===== src/rtl/lotr_pkg.sv =====
// -----------------------------------------------------------------------------
// lotr_pkg
// Shared types for the lotr tile fabric.
//   t_opcode      : F2C request/response opcode (RD, WR, RD_RSP).
//   t_f2c_rd_rsp  : one buffered read response {address, data}.
//   F2C_RSP_DEPTH_DEFAULT : default response FIFO depth / read credit count.
// -----------------------------------------------------------------------------
package lotr_pkg;

    typedef enum logic [1:0] {
        RD     = 2'b00,
        WR     = 2'b01,
        RD_RSP = 2'b10
    } t_opcode;

    typedef struct packed {
        logic [31:0] address;
        logic [31:0] data;
    } t_f2c_rd_rsp;

    localparam int F2C_RSP_DEPTH_DEFAULT = 4;

endpackage


===== src/rtl/f2c_sync_fifo.sv =====
// -----------------------------------------------------------------------------
// f2c_sync_fifo
// Single-clock FIFO with combinational head read (popData shows the oldest
// entry whenever empty=0). DEPTH must be a power of 2 so the pointers wrap
// naturally.
//   QClk, RstQnnnL : clock, async active-low reset
//   push, pushData : write one entry (ignored when full and not popping)
//   pop,  popData  : remove the head entry (ignored when empty)
//   full, empty, count : occupancy status, count in 0..DEPTH
// -----------------------------------------------------------------------------
module f2c_sync_fifo #(
    parameter int WIDTH = 32,
    parameter int DEPTH = 4
) (
    input  logic                    QClk,
    input  logic                    RstQnnnL,
    input  logic                    push,
    input  logic [WIDTH-1:0]        pushData,
    input  logic                    pop,
    output logic [WIDTH-1:0]        popData,
    output logic                    full,
    output logic                    empty,
    output logic [$clog2(DEPTH):0]  count
);

    localparam int AW = $clog2(DEPTH);

    logic [WIDTH-1:0] mem [DEPTH];
    logic [AW-1:0]    wrPtr;
    logic [AW-1:0]    rdPtr;
    logic             doPush;
    logic             doPop;

    assign empty   = (count == '0);
    assign full    = (count == (AW+1)'(DEPTH));
    assign doPop   = pop && !empty;
    // A full FIFO can still accept a push in the cycle its head is popped.
    assign doPush  = push && (!full || doPop);
    assign popData = mem[rdPtr];

    always_ff @(posedge QClk or negedge RstQnnnL) begin
        if (!RstQnnnL) begin
            wrPtr <= '0;
            rdPtr <= '0;
            count <= '0;
            // NOTE: the storage array is reset as well, so the head read seen
            // by the host is 0 straight out of reset rather than unknown.
            for (int i = 0; i < DEPTH; i++) begin
                mem[i] <= '0;
            end
        end else begin
            if (doPush) begin
                mem[wrPtr] <= pushData;
                wrPtr      <= wrPtr + 1'b1;
            end
            if (doPop) begin
                rdPtr <= rdPtr + 1'b1;
            end
            case ({doPush, doPop})
                2'b10:   count <= count + 1'b1;
                2'b01:   count <= count - 1'b1;
                default: count <= count;
            endcase
        end
    end

endmodule


===== src/rtl/f2c_mem_ctrl.sv =====
// -----------------------------------------------------------------------------
// f2c_mem_ctrl
// Fabric-side initiator for a gpc_4t tile's F2C memory port. Host commands are
// registered onto the F2C request lines one cycle after acceptance. Reads are
// tracked in an expected-address queue; RD_RSP responses are checked against it
// and buffered in a response FIFO that the host drains. Protocol errors are
// reported through sticky flags.
//   QClk, RstQnnnL          : clock, async active-low reset
//   Cmd*                    : host command handshake (WR is fire-and-forget,
//                             RD needs a read credit)
//   F2C_Req*Q502H           : request to tile, registered, zero when idle
//   F2C_Rsp*Q500H           : response from tile, cannot be stalled
//   RdRsp*                  : buffered read responses to the host
//   Busy                    : reads outstanding or request in flight
//   ErrClear, Err*          : sticky error flags and their clear
// -----------------------------------------------------------------------------
module f2c_mem_ctrl
    import lotr_pkg::*;
#(
    parameter int RSP_DEPTH   = F2C_RSP_DEPTH_DEFAULT,
    parameter int TIMEOUT_CYC = 64
) (
    input  logic        QClk,
    input  logic        RstQnnnL,
    input  logic        CmdValid,
    output logic        CmdReady,
    input  logic        CmdWrite,
    input  logic [31:0] CmdAddress,
    input  logic [31:0] CmdData,
    output logic        F2C_ReqValidQ502H,
    output t_opcode     F2C_ReqOpcodeQ502H,
    output logic [31:0] F2C_ReqAddressQ502H,
    output logic [31:0] F2C_ReqDataQ502H,
    input  logic        F2C_RspValidQ500H,
    input  t_opcode     F2C_RspOpcodeQ500H,
    input  logic [31:0] F2C_RspAddressQ500H,
    input  logic [31:0] F2C_RspDataQ500H,
    output logic        RdRspValid,
    input  logic        RdRspReady,
    output logic [31:0] RdRspAddress,
    output logic [31:0] RdRspData,
    output logic        Busy,
    input  logic        ErrClear,
    output logic        ErrMismatch,
    output logic        ErrUnexpected,
    output logic        ErrTimeout
);

    localparam int CW = $clog2(RSP_DEPTH) + 1;
    localparam int TW = $clog2(TIMEOUT_CYC + 1);

    logic [CW-1:0] outCnt;
    logic [CW-1:0] rspCnt;
    logic [CW:0]   occupancy;
    logic          credit;
    logic          cmdAccept;
    logic          rdAccept;
    logic          rspAccept;
    logic          rspUnexpected;
    logic          rspMismatch;
    logic          rspPop;

    logic [31:0]   expAddress;
    logic          expFull;
    logic          expEmpty;
    logic [CW-1:0] expCnt;

    t_f2c_rd_rsp   rspPushData;
    t_f2c_rd_rsp   rspHead;
    logic          rspFull;
    logic          rspEmpty;

    logic [TW-1:0] toCnt;
    logic          toHit;

    // Every outstanding read owns a FIFO slot, so a response can always be
    // buffered without back-pressuring the tile.
    assign occupancy = {1'b0, outCnt} + {1'b0, rspCnt};
    assign credit    = (occupancy < (CW+1)'(RSP_DEPTH));
    assign CmdReady  = CmdWrite ? 1'b1 : credit;
    assign cmdAccept = CmdValid && CmdReady;
    assign rdAccept  = cmdAccept && !CmdWrite;

    assign rspAccept     = F2C_RspValidQ500H && (F2C_RspOpcodeQ500H == RD_RSP) && (outCnt != '0);
    assign rspUnexpected = F2C_RspValidQ500H && !rspAccept;
    assign rspMismatch   = rspAccept && (expAddress != F2C_RspAddressQ500H);
    assign rspPop        = !rspEmpty && RdRspReady;
    assign rspPushData   = '{address: F2C_RspAddressQ500H, data: F2C_RspDataQ500H};

    assign toHit = (outCnt != '0) && !rspAccept && (toCnt == TW'(TIMEOUT_CYC - 1));

    assign RdRspValid   = !rspEmpty;
    assign RdRspAddress = rspHead.address;
    assign RdRspData    = rspHead.data;
    assign Busy         = (outCnt != '0) || F2C_ReqValidQ502H;

    // Request register: carries the accepted command for exactly one cycle.
    always_ff @(posedge QClk or negedge RstQnnnL) begin
        if (!RstQnnnL) begin
            F2C_ReqValidQ502H   <= 1'b0;
            F2C_ReqOpcodeQ502H  <= RD;
            F2C_ReqAddressQ502H <= '0;
            F2C_ReqDataQ502H    <= '0;
        end else if (cmdAccept) begin
            // NOTE: state is updated with non-blocking assignments so every
            // flop samples pre-edge values regardless of statement order.
            F2C_ReqValidQ502H   <= 1'b1;
            F2C_ReqOpcodeQ502H  <= CmdWrite ? WR : RD;
            F2C_ReqAddressQ502H <= CmdAddress;
            F2C_ReqDataQ502H    <= CmdWrite ? CmdData : '0;
        end else begin
            F2C_ReqValidQ502H   <= 1'b0;
            F2C_ReqOpcodeQ502H  <= RD;
            F2C_ReqAddressQ502H <= '0;
            F2C_ReqDataQ502H    <= '0;
        end
    end

    // Outstanding reads and response timeout.
    always_ff @(posedge QClk or negedge RstQnnnL) begin
        if (!RstQnnnL) begin
            outCnt <= '0;
            toCnt  <= '0;
        end else begin
            case ({rdAccept, rspAccept})
                2'b10:   outCnt <= outCnt + 1'b1;
                2'b01:   outCnt <= outCnt - 1'b1;
                default: outCnt <= outCnt;
            endcase
            if ((outCnt == '0) || rspAccept) begin
                toCnt <= '0;
            end else if (toCnt != TW'(TIMEOUT_CYC)) begin
                toCnt <= toCnt + 1'b1;
            end
        end
    end

    // Sticky errors: a new event in the same cycle overrides ErrClear.
    always_ff @(posedge QClk or negedge RstQnnnL) begin
        if (!RstQnnnL) begin
            ErrMismatch   <= 1'b0;
            ErrUnexpected <= 1'b0;
            ErrTimeout    <= 1'b0;
        end else begin
            ErrMismatch   <= (ErrMismatch   && !ErrClear) || rspMismatch;
            ErrUnexpected <= (ErrUnexpected && !ErrClear) || rspUnexpected;
            ErrTimeout    <= (ErrTimeout    && !ErrClear) || toHit;
        end
    end

    f2c_sync_fifo #(
        .WIDTH (32),
        .DEPTH (RSP_DEPTH)
    ) u_expQ (
        .QClk     (QClk),
        .RstQnnnL (RstQnnnL),
        .push     (rdAccept),
        .pushData (CmdAddress),
        .pop      (rspAccept),
        .popData  (expAddress),
        .full     (expFull),
        .empty    (expEmpty),
        .count    (expCnt)
    );

    f2c_sync_fifo #(
        .WIDTH ($bits(t_f2c_rd_rsp)),
        .DEPTH (RSP_DEPTH)
    ) u_rspQ (
        .QClk     (QClk),
        .RstQnnnL (RstQnnnL),
        .push     (rspAccept),
        .pushData (rspPushData),
        .pop      (rspPop),
        .popData  (rspHead),
        .full     (rspFull),
        .empty    (rspEmpty),
        .count    (rspCnt)
    );

    a_rspNoOverflow: assert property (@(posedge QClk) disable iff (!RstQnnnL)
        rspAccept |-> !rspFull);
    a_expNoOverflow: assert property (@(posedge QClk) disable iff (!RstQnnnL)
        rdAccept |-> !expFull);
    a_expTracksOut: assert property (@(posedge QClk) disable iff (!RstQnnnL)
        (expCnt == outCnt) && (expEmpty == (outCnt == '0)));

endmodule

===== config.mk =====
export PLATFORM = sky130hd
export DESIGN_NAME = f2c_mem_ctrl
export DESIGN_NICKNAME = d
export VERILOG_FILES = /design/src/rtl/lotr_pkg.sv /design/src/rtl/f2c_sync_fifo.sv /design/src/rtl/f2c_mem_ctrl.sv
export SDC_FILE = /design/constraint.sdc
export NUM_CORES = 1
export LEC_CHECK = 0
export BUFFER_PORTS_ARGS = -buffer_cell sky130_fd_sc_hd__buf_2
export CORE_AREA = 2 2 221 168
export CTS_CLUSTER_SIZE = 25
export DETAILED_ROUTE_END_ITERATION = 8
export DIE_AREA = 0 0 223 170
export GPL_ROUTABILITY_DRIVEN = 1
export PLACE_DENSITY = 0.8
export SYNTH_ARGS = -nofsm -noshare
export SYNTH_HDL_FRONTEND = slang
export SYNTH_SLANG_ARGS = --single-unit

===== constraint.sdc =====
create_clock -name QClk -period 2.73 [get_ports QClk]
set_clock_uncertainty 0.05 [all_clocks]
set_input_delay 0.4095 -clock QClk [delete_from_list [all_inputs] [get_ports QClk]]
set_output_delay 0.4095 -clock QClk [all_outputs]
set_load 0.005 [all_outputs]

==> results of run 1 <==
[worst reg2reg max path, cell delays in order (launching register included)]
cell      delay, ns
dfrtp_1        0.40
ha_1           0.31
nor3_2         0.20
nand4b_1       0.20
a31oi_4        0.46
nand2_4        0.42
mux2_1         0.46
[cell type report]
class	count	area share [%]
antenna	4	0.0415
clock buffer	65	5.36
clock inverter	15	0.841
inverter	19	0.296
multi-input combinational	690	33.5
sequential	477	49.5
tap	465	2.41
timing repair buffer	309	7.99
[registers in the layout, summed over array words and instances, names as in the netlist]
register	flops
u_rspQ.count	3
F2C_ReqOpcodeQ502H	1
u_rspQ.wrPtr	2
F2C_ReqDataQ502H	32
u_rspQ.mem	256
F2C_ReqValidQ502H	1
toCnt	7
u_expQ.wrPtr	2
F2C_ReqAddressQ502H	32
u_expQ.rdPtr	2
outCnt	3
ErrUnexpected	1
u_expQ.count	3
u_rspQ.rdPtr	2
u_expQ.mem	128
ErrTimeout	1
ErrMismatch	1
[cells in the mapped netlist (all sizes together) (3+ instances only)]
cell type / n / area, um^2
dfrtp: 477 / 11900
mux2: 385 / 4340
mux4: 96 / 2160
and3: 64 / 400
buf: 51 / 395
xor2: 44 / 385
clkbuf: 22 / 82.6
inv: 19 / 71.3
nand2: 18 / 108
ha: 14 / 175
nor2: 13 / 56.3
nor4: 9 / 56.3
o21ai: 7 / 35.0
xnor2: 7 / 61.3
nand3: 5 / 25.0
and2: 3 / 18.8
fa: 3 / 60.1
or3: 3 / 18.8
[power by group through the flow]
stage / Sequential [mW] / Combinational, mW / Clock [mW]
2_1_floorplan: 11.1 / 6.89 / 0
3_3_place_gp: 11.6 / 9.36 / 0
3_5_place_dp: 11.8 / 9.69 / 0
4_1_cts: 11.7 / 9.76 / 6.48
5_1_grt: 12.1 / 10.4 / 6.76
6_report: 11.7 / 9.65 / 6.33
[final timing paths]
| check | cells after the start | endpoint | startpoint |
|---|---|---|---|
| worst min-delay path | 3 | ErrUnexpected | F2C_RspValidQ500H |
| worst min register to register | 1 | u_expQ.mem[45] | u_expQ.mem[45] |
| worst max-delay path | 6 | u_expQ.mem[51] | outCnt[2] |
| min in group asynchronous | 2 | F2C_ReqDataQ502H[2] | RstQnnnL |
| max in group asynchronous | 3 | u_rspQ.mem[217] | RstQnnnL |
| worst max register to register | 6 | u_expQ.mem[51] | outCnt[2] |
[cells by family after synthesis]
family	after synthesis	share of synthesized area, %
flip-flops	477	58.1
adder cells (fa/ha/maj)	17	1.15
multiplexers	482	31.7
buffers and inverters	92	2.68
AO/OA/AOI/OAI	13	0.433
XOR/XNOR	51	2.18
AND/OR/NAND/NOR	126	3.71
other	1	0.0183
[repair_timing]
action                                  4_1_cts  5_1_grt
hold endpoints to repair                     52        0
gates resized for setup                       0        3
hold buffers                                  1        0
endpoints found under the setup margin        0       29
[per-layer routing]
layer  up-vias  share of wire, %
met4         8               1.8
met1      6298                44
met2       266                49
met5         -             0.091
li1       5187                 -
met3        65               4.9
==> results.yml, run 1 <==
floorplanning:
  chipWidth_um: 223
  die_h_um: 170
  core_um2: 35700
  io_pins: 274
  rows: 60
  dieArea_um2: 37900
  initial_core_util_pct: 57.6
final_layout:
  fin_nets: 1697
  fillerInstances: 2445
  syn2layout_area_growth_pct: 17.5
  final_area_um2: 24100
  seqCellArea_um2: 11900
  final_common_cell: "dfrtp_1"
  final_cell_mix: "dfrtp_1, mux2_2, buf_2"
  fin_cells: 2044
  final_util_pct: 67.6
  drive_gt1_share_pct: 53.0
  multi_input_area_um2: 8080
outcome:
  outcome: "finished clean"
cts:
  cts_tree: "built"
  post_cts_buffers: 0
  clk_pin_slew_ns: 0.06
  cts.htree.levels: 2
  numCtsBuffers: 46
  clock_latency_ns: 0.57
  clock_path_buffers: 3
  clockRootBuffer: "clkbuf_16"
  numClockSinks: 477
logic_synthesis:
  syn-cell-area_um2: 20500
  ys_ff_latch: 477
  synth_area_per_cell_um2: 16.3
  ys.flop_type: "dfrtp_1"
  async_flop_share_pct: 100
  syn-num-nets: 1413
  seq_area_frac_synth_pct: 58.1
  syn_inst: 1259
  synth_edf_count: 0
  synth_cell_types: 41
  ys_warn_count: 0
power:
  p_clk_share_pct: 22.8
  p_leak_nw: 11.8
  power_density_nw_per_um2: 1150
  peakVddDrop_mv: 0.724
  power_mw: 27.7
  p_comb_share_pct: 34.8
  p_sw_mw: 8.29
  p_int_mw: 19.4
  seq_power_share_pct: 42.3
  swShare_pct: 29.9
placement:
  gp_congestion: 0.770
  port_buffers: 272
  place_hpwl_um: 31100
  post-place-ws_ns: 0.114
  dp.cells: 1959
  place_area_um2: 22600
critical_path:
  crit_chain: "ha_1 -> nor3_2 -> nand4b_1 -> a31oi_4 -> nand2_4 -> mux2_1"
  crit_type: "reg -> reg"
  cp-end-kind: "register"
  crit_slowest_cell: "a31oi_4"
  required_ns: 3.13
  crit_path_start_kind: "register"
  path_delay_family: "simple AND/OR/NAND/NOR gates"
  ff2ff_setup_slack_ns: 0.11
  arrival_ns: 3.01
  max_stage_delay_ns: 0.46
  crit_fanout: 32
  critPathBufInv: 0
grt:
  grt_max_degree: 81
  overflow: 0
  met2_usage_pct: 40.7
  grt_pass1_wl_um: 72700
  use_met3_pct: 4.61
  grtUsageMet1_pct: 35.2
  grt_antenna_before_repair: 6
  grt.total_usage_pct: 25.0
  top_usage_layer: "met2"
  grt_pass1_vias: 12716
drt:
  vias: 11824
  drt-total-wl_um: 46000
  ant_nets: 0
  dr.pass1.iters: 4
  drt_iter0_drc: 681
  via_per_inst: 5.78
  detail_route.wl_per_cell_um: 22.5
  drcViolationCount: 0
sta:
  hold_viol: 0
  slew_headroom_pct: 61.8
  timing.hold.ws_ns: 0.0369
  setup_violations: 0
  worst_slew_pin_slew_ns: 0.573
  max_clock_freq_mhz: 382
  setup_ws_ns: 0.113
  fin_crit_sh_pct: 95.9
  tns_ns: 0
  final_max_slew_viol_count: 0
  rsz0062_at_grt: "true"
  period_needed_ns: 2.62
flow_run:
  drv_cap: 0
worst_hold_path:
  hp-class: "in -> reg"
Note: power is estimated with default switching activity, not from simulation.
==> inputs of run 2 (changes only) <==
--- a/config.mk
+++ b/config.mk
@@ -6,10 +6,10 @@
 export NUM_CORES = 1
 export LEC_CHECK = 0
 export BUFFER_PORTS_ARGS = -buffer_cell sky130_fd_sc_hd__buf_2
-export CORE_AREA = 2 2 221 168
+export CORE_AREA = 5 5 224 171
 export CTS_CLUSTER_SIZE = 25
 export DETAILED_ROUTE_END_ITERATION = 8
-export DIE_AREA = 0 0 223 170
+export DIE_AREA = 0 0 229 176
 export GPL_ROUTABILITY_DRIVEN = 1
 export PLACE_DENSITY = 0.8
 export SYNTH_ARGS = -nofsm -noshare
==> results.yml, run 2 (synthesis gave the netlist of run 1 again) <==
cts:
  clock_path_buffers: 3
  cts.htree.levels: 2
  cts_tree: "built"
  clk_pin_slew_ns: 0.07
  clock_latency_ns: 0.55
  numClockSinks: 477
  clockRootBuffer: "clkbuf_16"
  numCtsBuffers: 45
drt:
  drcViolationCount: 0
  ant_nets: 0
  drt_iter0_drc: 674
  detail_route.wl_per_cell_um: 23.2
  dr.pass1.iters: 5
  vias: 11950
  drt-total-wl_um: 47700
  via_per_inst: 5.81
placement:
  gp_congestion: 0.812
  dp.cells: 1971
  post-place-ws_ns: 0.0486
  port_buffers: 272
  place_hpwl_um: 33200
final_layout:
  largest_reg_flops: 256
  final_common_cell: "dfrtp_1"
  reg_top3: "u_rspQ.mem: 256 flops, u_expQ.mem: 128 flops"
  regMostFlops: "u_rspQ.mem"
  syn2layout_area_growth_pct: 18.4
  drive_gt1_share_pct: 53.6
  final_cell_mix: "dfrtp_1, mux2_2, buf_2"
  fin_cells: 2056
  fin_nets: 1711
grt:
  grt_pass1_wl_um: 75500
  grt_pass1_vias: 12940
  grt.total_usage_pct: 23.7
  grt_max_degree: 97
  grt_antenna_before_repair: 8
  overflow: 0
sta:
  fin_crit_sh_pct: 96.3
  tns_ns: 0
  period_needed_ns: 2.63
  worst_slew_pin_slew_ns: 0.634
  setup_ws_ns: 0.100
  max_clock_freq_mhz: 380
  final_max_slew_viol_count: 0
  setup_violations: 0
  slew_headroom_pct: 57.2
  hold_viol: 0
floorplanning:
  die_h_um: 176
  rows: 60
  io_pins: 274
  dieArea_um2: 40300
  core_um2: 35700
  chipWidth_um: 229
  initial_core_util_pct: 57.6
power:
  p_sw_mw: 8.37
  power_density_nw_per_um2: 1150
  p_leak_nw: 11.9
  peakVddDrop_mv: 0.603
  swShare_pct: 29.8
  p_clk_share_pct: 23.0
  seq_power_share_pct: 42.1
  p_int_mw: 19.7
  p_comb_share_pct: 34.9
critical_path:
  cp-end-kind: "register"
  crit_path_start_kind: "register"
  critPathBufInv: 1
  required_ns: 3.09
  max_stage_delay_ns: 0.55
  crit_fanout: 11
  crit_type: "reg -> reg"
  crit_slowest_cell: "dfrtp_4"
  crit_chain: "buf_4 -> mux4_2 -> xor2_1 -> nor4_1 -> nand4_1 -> nor2_1 -> o22ai_1"
  ff2ff_setup_slack_ns: 0.1
  path_delay_family: "simple AND/OR/NAND/NOR gates"
  arrival_ns: 2.99
flow_run:
  drv_cap: 0
outcome:
  outcome: "finished clean"
worst_hold_path:
  hp-class: "in -> reg"
## run 2: power groups by stage
stage | registers [mW] | logic [mW] | clock network, mW
final | 11.8 | 9.80 | 6.45
after global placement | 11.7 | 9.40 | 0
after detailed placement | 11.9 | 9.70 | 0
after global routing | 12.1 | 10.6 | 6.90
after floorplan | 11.1 | 6.89 | 0
after CTS | 11.8 | 9.76 | 6.58
## run 2: routing by layer
metal / vias up / track usage [%] / wire, um
li1: 5205 / - / -
met3: 83 / 4.94 / 2640
met1: 6374 / 33.7 / 20800
met5: - / 0 / 51
met2: 278 / 38.2 / 23200
met4: 10 / 5.96 / 1080
## run 2: timing repair
item	4_1_cts	5_1_grt
setup endpoints to repair	0	17
gates resized for setup	0	3
hold buffers	1	0
setup buffers	0	3
hold endpoints to repair	54	0
## run 2: path summary, 6_finish.rpt
kind | from | endpoint | cells past startpoint
min in group asynchronous | RstQnnnL | u_expQ.mem[54] | 2
max reg2reg | u_expQ.rdPtr[0] | ErrMismatch | 7
min | F2C_RspValidQ500H | ErrUnexpected | 3
max in group asynchronous | RstQnnnL | u_rspQ.mem[208] | 3
min reg2reg | u_expQ.mem[53] | u_expQ.mem[53] | 1
max | u_expQ.rdPtr[0] | ErrMismatch | 7
## run 2: metrics by stage
step | power, mW | hold WS [ns] | utilization (%) | cell area, um^2
finish | 28.1 | 0.0381 | 68.2 | 24300
CTS | 28.2 | 0.0216 | 68.0 | 24200
floorplan | 18.0 | 0.0639 | - | 20500
detailed placement | 21.6 | 0.355 | 63.7 | 22700
global placement | 21.1 | 0.348 | 63.7 | 22700
global route | 29.6 | 0.0381 | 68.2 | 24300
## run 2: worst register-to-register path, cell delays in order (launching register included)
cell	delay [ns]
dfrtp_4	0.55
buf_4	0.29
mux4_2	0.54
xor2_1	0.16
nor4_1	0.34
nand4_1	0.18
nor2_1	0.27
o22ai_1	0.12
## run 2: cell type report
cell class | count | area [um^2]
inverters | 19 | 71.3
diodes | 2 | 5.00
clock buffers | 63 | 1280
well taps | 465 | 582
clock inverters | 16 | 233
multi-input cells | 690 | 8070
fillers | 2395 | 11300
repair buffers | 324 | 2110
flip-flops and latches | 477 | 11900
